[src/rtl/mult_share_arbiter_8.sv]
// rtl/mult_share_arbiter_8.sv - round-robin time-shared 8x8 multiplier with tagged result channel
//
// array_multiplier_8: purely combinational 8x8 unsigned shift-and-add array.
//   a, b : 8-bit operands
//   p    : 16-bit product
//
// mult_share_arbiter_8: grants one requester at a time, registers its operands,
// lets the array settle for MUL_LAT cycles, then presents the product tagged
// with the requester index.
//   clk, reset        : clock, synchronous active-high reset
//   req_valid/ready   : per-requester handshake (req_ready is one-hot or zero)
//   req_a, req_b      : packed operands, requester i on bits [8i+7:8i]
//   res_valid/ready   : result handshake
//   res_product       : unsigned product
//   res_id            : requester that owns res_product
//   busy              : high whenever the FSM is not idle

module array_multiplier_8 (
    input  logic [7:0]  a,
    input  logic [7:0]  b,
    output logic [15:0] p
);

    always_comb begin
        p = '0;
        for (int i = 0; i < 8; i++) begin
            if (b[i]) begin
                p = p + ({8'd0, a} << i);
            end
        end
    end

endmodule

module mult_share_arbiter_8 #(
    parameter  int NUM_REQ = 4,
    parameter  int MUL_LAT = 1,
    localparam int ID_W    = $clog2(NUM_REQ)
) (
    input  logic                 clk,
    input  logic                 reset,
    input  logic [NUM_REQ-1:0]   req_valid,
    input  logic [8*NUM_REQ-1:0] req_a,
    input  logic [8*NUM_REQ-1:0] req_b,
    output logic [NUM_REQ-1:0]   req_ready,
    output logic                 res_valid,
    input  logic                 res_ready,
    output logic [15:0]          res_product,
    output logic [ID_W-1:0]      res_id,
    output logic                 busy
);

    typedef enum logic [1:0] {IDLE, CALC, DONE} state_t;

    state_t            state;
    state_t            state_nx;
    logic [ID_W-1:0]   rr_ptr;
    logic [3:0]        cnt;
    logic [7:0]        op_a;
    logic [7:0]        op_b;
    logic [ID_W-1:0]   op_id;
    logic [15:0]       mul_p;

    logic [ID_W-1:0]   scan_idx [NUM_REQ];
    logic [NUM_REQ-1:0] grant;
    logic [ID_W-1:0]   grant_idx;
    logic              grant_any;
    logic [7:0]        sel_a;
    logic [7:0]        sel_b;

    // The array only ever sees the registered operands, so requesters may
    // change their inputs freely once their handshake has completed.
    array_multiplier_8 u_mul (
        .a (op_a),
        .b (op_b),
        .p (mul_p)
    );

    // Scan order starts at rr_ptr and wraps modulo NUM_REQ; the first valid
    // requester in that order wins.
    always_comb begin
        grant     = '0;
        grant_idx = '0;
        grant_any = 1'b0;
        sel_a     = '0;
        sel_b     = '0;
        for (int k = 0; k < NUM_REQ; k++) begin
            scan_idx[k] = ID_W'((int'(rr_ptr) + k) % NUM_REQ);
        end
        for (int k = 0; k < NUM_REQ; k++) begin
            if (!grant_any && req_valid[scan_idx[k]]) begin
                grant_any = 1'b1;
                grant_idx = scan_idx[k];
            end
        end
        for (int i = 0; i < NUM_REQ; i++) begin
            if (grant_any && (grant_idx == ID_W'(i))) begin
                grant[i] = 1'b1;
                sel_a    = req_a[8*i +: 8];
                sel_b    = req_b[8*i +: 8];
            end
        end
    end

    always_comb begin
        state_nx  = state;
        req_ready = '0;
        case (state)
            IDLE: begin
                if (!reset) begin
                    req_ready = grant;
                end
                if (grant_any) begin
                    state_nx = CALC;
                end
            end
            CALC: begin
                if (cnt == 4'd0) begin
                    state_nx = DONE;
                end
            end
            DONE: begin
                if (res_ready) begin
                    state_nx = IDLE;
                end
            end
            default: state_nx = IDLE;
        endcase
    end

    always_ff @(posedge clk) begin
        if (reset) begin
            state       <= IDLE;
            rr_ptr      <= '0;
            cnt         <= '0;
            op_a        <= '0;
            op_b        <= '0;
            op_id       <= '0;
            res_valid   <= 1'b0;
            res_product <= '0;
            res_id      <= '0;
        end else begin
            state <= state_nx;
            case (state)
                IDLE: begin
                    if (grant_any) begin
                        op_a   <= sel_a;
                        op_b   <= sel_b;
                        op_id  <= grant_idx;
                        cnt    <= 4'(MUL_LAT - 1);
                        rr_ptr <= (grant_idx == ID_W'(NUM_REQ - 1)) ? '0 : grant_idx + 1'b1;
                    end
                end
                CALC: begin
                    if (cnt != 4'd0) begin
                        cnt <= cnt - 4'd1;
                    end else begin
                        res_product <= mul_p;
                        res_id      <= op_id;
                        res_valid   <= 1'b1;
                    end
                end
                DONE: begin
                    if (res_ready) begin
                        res_valid <= 1'b0;
                    end
                end
                default: ;
            endcase
        end
    end

    assign busy = (state != IDLE);

endmodule

[config.mk]
export PLATFORM = sky130hd
export DESIGN_NAME = mult_share_arbiter_8
export DESIGN_NICKNAME = d
export VERILOG_FILES = /design/src/rtl/mult_share_arbiter_8.sv
export SDC_FILE = /design/constraint.sdc
export NUM_CORES = 1
export LEC_CHECK = 0
export CAP_MARGIN = 40
export CORE_ASPECT_RATIO = 1.1
export CORE_UTILIZATION = 45
export DETAILED_ROUTE_END_ITERATION = 7
export DONT_BUFFER_PORTS = 1
export GPL_TIMING_DRIVEN = 0
export PLACE_DENSITY_LB_ADDON = 0.12
export SYNTH_ARGS = -nofsm -noshare
export SYNTH_HDL_FRONTEND = slang
export SYNTH_SLANG_ARGS = --single-unit
[constraint.sdc]
create_clock -name clk -period 9.7 [get_ports clk]
set_input_delay 1.94 -clock clk [delete_from_list [all_inputs] [get_ports clk]]
set_output_delay 1.94 -clock clk [all_outputs]
set_load 0.03 [all_outputs]
## Yosys cells after proc, flatten, opt, wreduce, memory -nomap -nowiden

Index checks and enable logic that the tools add are counted.

- Word-level logic and storage cells: 107
- Flip-flop bits (word level): 45

- Bitwise operators: 1
- Add/subtract/negate cells: 12
- Reductions and logical operators: 22
- $lt $le $gt $ge: 4
- Equal/unequal tests: 10
- Multiplexer cells: 49

Operators by type and width:

| cell | count |
|---|---|
| two-way mux 16 bit | 7 |
| two-way mux 8 bit | 9 |
| adder 16 x 10 -> 16 bit | 1 |
| adder 16 x 11 -> 16 bit | 1 |
| adder 16 x 12 -> 16 bit | 1 |
| adder 16 x 13 -> 16 bit | 1 |
| adder 16 x 14 -> 16 bit | 1 |
| adder 16 x 15 -> 16 bit | 1 |
| adder 16 x 9 -> 16 bit | 1 |
| two-way mux 2 bit | 8 |
| two-way mux 4 bit | 4 |
| two-way mux 1 bit | 14 |
| less-than comparator 2 x 3 -> 1 bit, second input constant | 4 |
| inequality test 2 bit, second input constant | 5 |
| AND reduction 3 bit | 3 |
| binary-select mux 1 bit (select 2 bit) | 4 |
| one-hot mux 4 bit (2 select lines) | 1 |
| logical AND 1 bit | 7 |
| equality test 2 bit, second input constant | 3 |
| one-hot mux 2 bit (3 select lines) | 1 |
| nonzero test 2 bit | 3 |
| adder 2 x 1 -> 2 bit, second input constant | 2 |
| adder 2 bit, second input constant | 2 |
| equality test 2 x 1 -> 1 bit, second input constant | 2 |
| 8 further kinds | 12 |

## Longest topological paths before layout

- Depth in word-level cells: 18
- Mapped depth: 49
- Mapped depth without buffers: 48

## Cells and area by module

Synthesis repeated with hierarchy kept, for this count alone.

- Cell total of the unflattened synthesis: 754
- Area, all modules: 5701.7 um2

Modules (own cells, without submodules):

| module | instances | area each (um2) | cells an instance |
|---|---|---|---|
| array_multiplier_8 | 1 | 3310.7 | 449 |
| mult_share_arbiter_8 | 1 | 2391.0 | 305 |

## Least setup slack after synthesis

No wires, ideal clock.

- Kind: register to register
- Start point: reg op_a[1]
- End point: reg res_product[14]
- Arrival: 8.406 ns
- Cell stages (with the launch flop): 45
- Clock period less this slack: 8.537 ns
- Setup time: 0.131 ns
- Setup slack: 1.163 ns
- Path buffers: 0
- Path through: dfxtp_1 -> and2_1 -> ha_1 -> fa_1 -> o2111ai_1 -> and2_1 -> xnor2_1 -> mux2_2 -> ha_1 -> o21ai_0 -> o21bai_1 -> a21oi_1 -> xnor2_1 -> mux2_2 -> ha_1 -> or3_1 -> and3_1 -> a21o_1 -> (+9 left out) -> a21oi_1 -> nor2_1 -> xnor2_1 -> a221oi_1 -> inv_1 -> ha_1 -> and2_1 -> a221o_1 -> nand2b_1 -> a21o_1 -> o21a_1 -> ha_1 -> nor3_1 -> nor2_1 -> o41a_1 -> xor2_1 -> mux2i_1 -> a21oi_1

- Cells in the longest elaborated chain, start to end: 15

Ends and longest elaborated chain:

| what | RTL line | RTL |
|---|---|---|
| start: declaration | 59 | `logic [7:0] op_a;` |
| start signal: assignment | 147 | `op_a <= sel_a;` |
| two-way mux 8 bit | 27 | `if (b[i]) begin` |
| adder 16 x 9 -> 16 bit | 28 | `p = p + ({8'd0, a} << i);` |
| two-way mux 16 bit | 27 |  |
| adder 16 x 10 -> 16 bit | 28 |  |
| two-way mux 16 bit | 27 |  |
| adder 16 x 11 -> 16 bit | 28 |  |
| two-way mux 16 bit | 27 |  |
| adder 16 x 12 -> 16 bit | 28 |  |
| two-way mux 16 bit | 27 |  |
| adder 16 x 13 -> 16 bit | 28 |  |
| two-way mux 16 bit | 27 |  |
| adder 16 x 14 -> 16 bit | 28 |  |
| two-way mux 16 bit | 27 |  |
| adder 16 x 15 -> 16 bit | 28 |  |
| two-way mux 16 bit (*) | 27 |  |
| end signal: assignment | 158 | `res_product <= mul_p;` |
| end: declaration | 48 | `output logic [15:0] res_product,` |

Mark *: on every way between the ends. The rest lies on a longest branch, timed or not.
A chain may end at the register's enable or synchronous reset.

## Worst setup path in the final report

- Start point: reg op_a[2]
- End point: reg res_product[14]

Same word-level chain as after synthesis.

==> results by group <==
Worst setup path
  – CP max stage delay: 420 ps
  – Worst Setup Start Kind: register
  – CP Max Fanout: 8
  – Reg2Reg Launch Point: op_a[2]$_SDFFE_PP0P_
  – Slowest cell on crit path: maj3_1
  – CP endpoint kind: register
  – R2r setup slk: 500 ps
  – Crit path arrival time: 9350 ps
  – Crit path to: res_product[14]$_SDFFE_PP0P_
  – CP most frequent cell: ha_1
  – Worst r2r dst: res_product[14]$_SDFFE_PP0P_
  – Critical path origin: op_a[2]$_SDFFE_PP0P_
  – Worst endpoint required time: between 9000 and 10,000 ps
  – Cell depth of the worst flop-to-flop path: 46
  – Setup CP Type: reg -> reg

Logic synthesis
  – Synth area leader: dfxtp_1
  – Synth Warn #: 0
  – Cell with the most instances after synthesis: a21oi_1
  – Count of state elements after synthesis: 45
  – EDFF count, synth: 0
  – Synth cell types: 66
  – Post-synthesis sequential area ratio: between 15 and 20%
  – Most used flip-flop cell after synthesis: dfxtp_1
  – Most frequent cells after synthesis: a21oi_1, ha_1, nand2_1, nor2_1, dfxtp_1
  – Yosys top cell area share: 17.38%
  – Post-Synthesis Cells: ~700
  – Synth area leaders: dfxtp_1, ha_1, a21oi_1
  – Syn_nets: 836
  – Post-Synthesis Cell Area: 5182 um^2
  – Synth Area per Inst: 7.468 um^2
  – Post-synth ARST share: 0%

Floorplan
  – Starting density of the core: between 40 and 50%
  – Overall die area: 11,950 um^2
  – Row Count: 40
  – I/O pin count: 95
  – Core ar.: 11,060 um^2
  – Die Width: approximately 100 um
  – Die Y: 114.6 um

CTS
  – Number of CTS-inserted buffers: 5
  – CTS tree: yes
  – Worst-path clk slew: 60 ps
  – Clock Path Buffers: 2
  – Clock sinks: 45
  – Number of H-tree levels: 2
  – Clock Latency Late Sink: 290 ps
  – CTS root buffer: clkbuf_16
  – Cts hold-fix bufs: 0

Finish
  – Non-Filler Instances: 852
  – ANT cells: 0
  – Fraction of layout cells with a size suffix above 1: 6.383%
  – Fin nets: 846
  – Util after Layout: between 50% and 60%
  – Area Overhead vs Synth: 8.257%
  – Design Area, Final: 5610 um^2

Power and ir drop
  – Leakage power: 0.002469 uW
  – Worst IR Drop VDD: 0.0001553 V
  – Pwr/cell area: 344.4 nW/um^2

STA
  – Fin. max-slew vios: 0
  – Worst-Margin Slew: 764.4 ps
  – Final setup viols: 0
  – Max Fclk: 108.7 MHz
  – Worst hold margin: 468.2 ps
  – Slew headroom: 48.93%
  – Clock skew: about 8.2 ps
  – Setup TNS: 0 ps
  – Final period utilization: between 90% and 100%
  – Final hold violation count: 0
  – Post-route minimum period: 9202 ps

Global routing
  – Largest net degree at the start of global routing: 15
  – Total GRT Usage: 25.46%
  – Antenna violations before repair: 0
  – First-pass GRT wire length: 24,390 um
  – Vias in the first global route: 4,908
  – Gr ovfl total: 0

Routing
  – Drt wl/cell: 17.92 um
  – Final WL: 15,270 um
  – First DRT Iteration DRCs: 250
  – First drt pass iteration count: 7
  – DR DRC count: 0
  – Vias per cell: 6.012
  – Remaining antenna violation count after routing: 0
  – Vias: 5,122

Placed design
  – # port buffers: 0
  – Dpl hpwl: 11,960 um
  – Placer Congestion: 0.8753
  – Placed cells: approximately 840
  – Post-DP Area: 5366 um^2

Job
  – MaxCap Viol Count: 0

Min path
  – Min-delay worst type: reg -> reg

Run status
  – Status: finished clean
==> how the worst min path moves through the flow <==
stage          cells past startpoint                  start  slack (ps)                      to
2_1_floorplan                      2  op_id[0]$_SDFFE_PP0P_         430  res_id[0]$_SDFFE_PP0P_
3_3_place_gp                       2  op_id[1]$_SDFFE_PP0P_         450   op_id[1]$_SDFFE_PP0P_
3_5_place_dp                       2  op_id[1]$_SDFFE_PP0P_         460   op_id[1]$_SDFFE_PP0P_
4_1_cts                            2  op_id[1]$_SDFFE_PP0P_         470   op_id[1]$_SDFFE_PP0P_
5_1_grt                            2  op_id[0]$_SDFFE_PP0P_         490   op_id[0]$_SDFFE_PP0P_
6_report                           2  op_id[1]$_SDFFE_PP0P_         470   op_id[1]$_SDFFE_PP0P_
==> layout by cell type (no fill, tap or decap), types with 9 or more instances in the layout <==
cell type / n
a21o_1: 14
a21oi_1: 73
a222oi_1: 14
and2_1: 9
clkbuf_1: 34
dfxtp_1: 42
ha_1: 64
inv_1: 43
nand2_1: 63
nand2b_1: 9
nor2_1: 61
nor2b_1: 15
nor3_1: 27
o21a_1: 12
o21ai_0: 37
xnor2_1: 27
==> cells by family (layout without fill, tap and decap cells) <==
group           Yosys count  count (layout)  share of synthesized area, %
fa+ha+maj                72              72                         18.35
compound gates          238             238                         30.69
buf+inv                  78              89                         5.818
mux                      14              14                         2.897
xor+xnor                 35              35                         5.915
simple gates            212             212                         18.95
flops                    45              45                         17.38
==> what timing repair did <==
item                                    in CTS  in global routing
endpoints found under the hold margin        0                  0
pin swaps                                    0                  4
buffers inserted                             0                  3
endpoints found under the setup margin       4                  4
resized for setup                            3                 23
cloned                                       0                  0
==> cell type report <==
type	instances	area (um^2)
plain buffers	35	142.6
clock buffers	6	128.9
clock inverters	2	15.01
fillers	1107	5450
inverters	43	161.4
multi-input cells	571	4046
flip-flops and latches	45	909.6
well taps	147	183.9
repair buffers	3	22.52
==> flip-flops by register name, indices dropped and copies added (netlist names) <==
name         cells
cnt              4
op_a             8
op_b             8
op_id            2
res_id           2
res_product     16
res_valid        1
rr_ptr           2
state            2
==> where the power goes <==
group          internal, uW  leakage (uW)  switching (uW)
sequential              261      0.000370             171
clock                  95.6     0.0000631            73.4
combinational           539       0.00204             791
==> layer usage <==
metal	share of wire, %	track usage [%]	up-vias
met5	0	0	-
met4	1.9	7.333	0
met3	4.8	3.472	20
met2	50	47.02	137
met1	44	30.63	2404
li1	-	-	2561
==> worst max-delay path: cells and delay by family (launching register included) <==
family / cells / cell delay, ps
AO/OA/AOI/OAI: 15 / 3010
XOR/XNOR: 6 / 1010
adder cells (fa/ha/maj): 8 / 2480
buffers and inverters: 4 / 530
flip-flops: 1 / 410
multiplexers: 2 / 470
AND/OR/NAND/NOR: 11 / 1140
==> metrics by stage <==
stage | setup WS, ps | total power [uW]
2_1_floorplan | 1163 | 1403
3_3_place_gp | -346.1 | 1683
3_5_place_dp | -463.2 | 1716
4_1_cts | 16.60 | 1897
6_report | 498.4 | 1932
5_1_grt | -15.25 | 2119
Note: power is estimated with default switching activity, not from simulation.
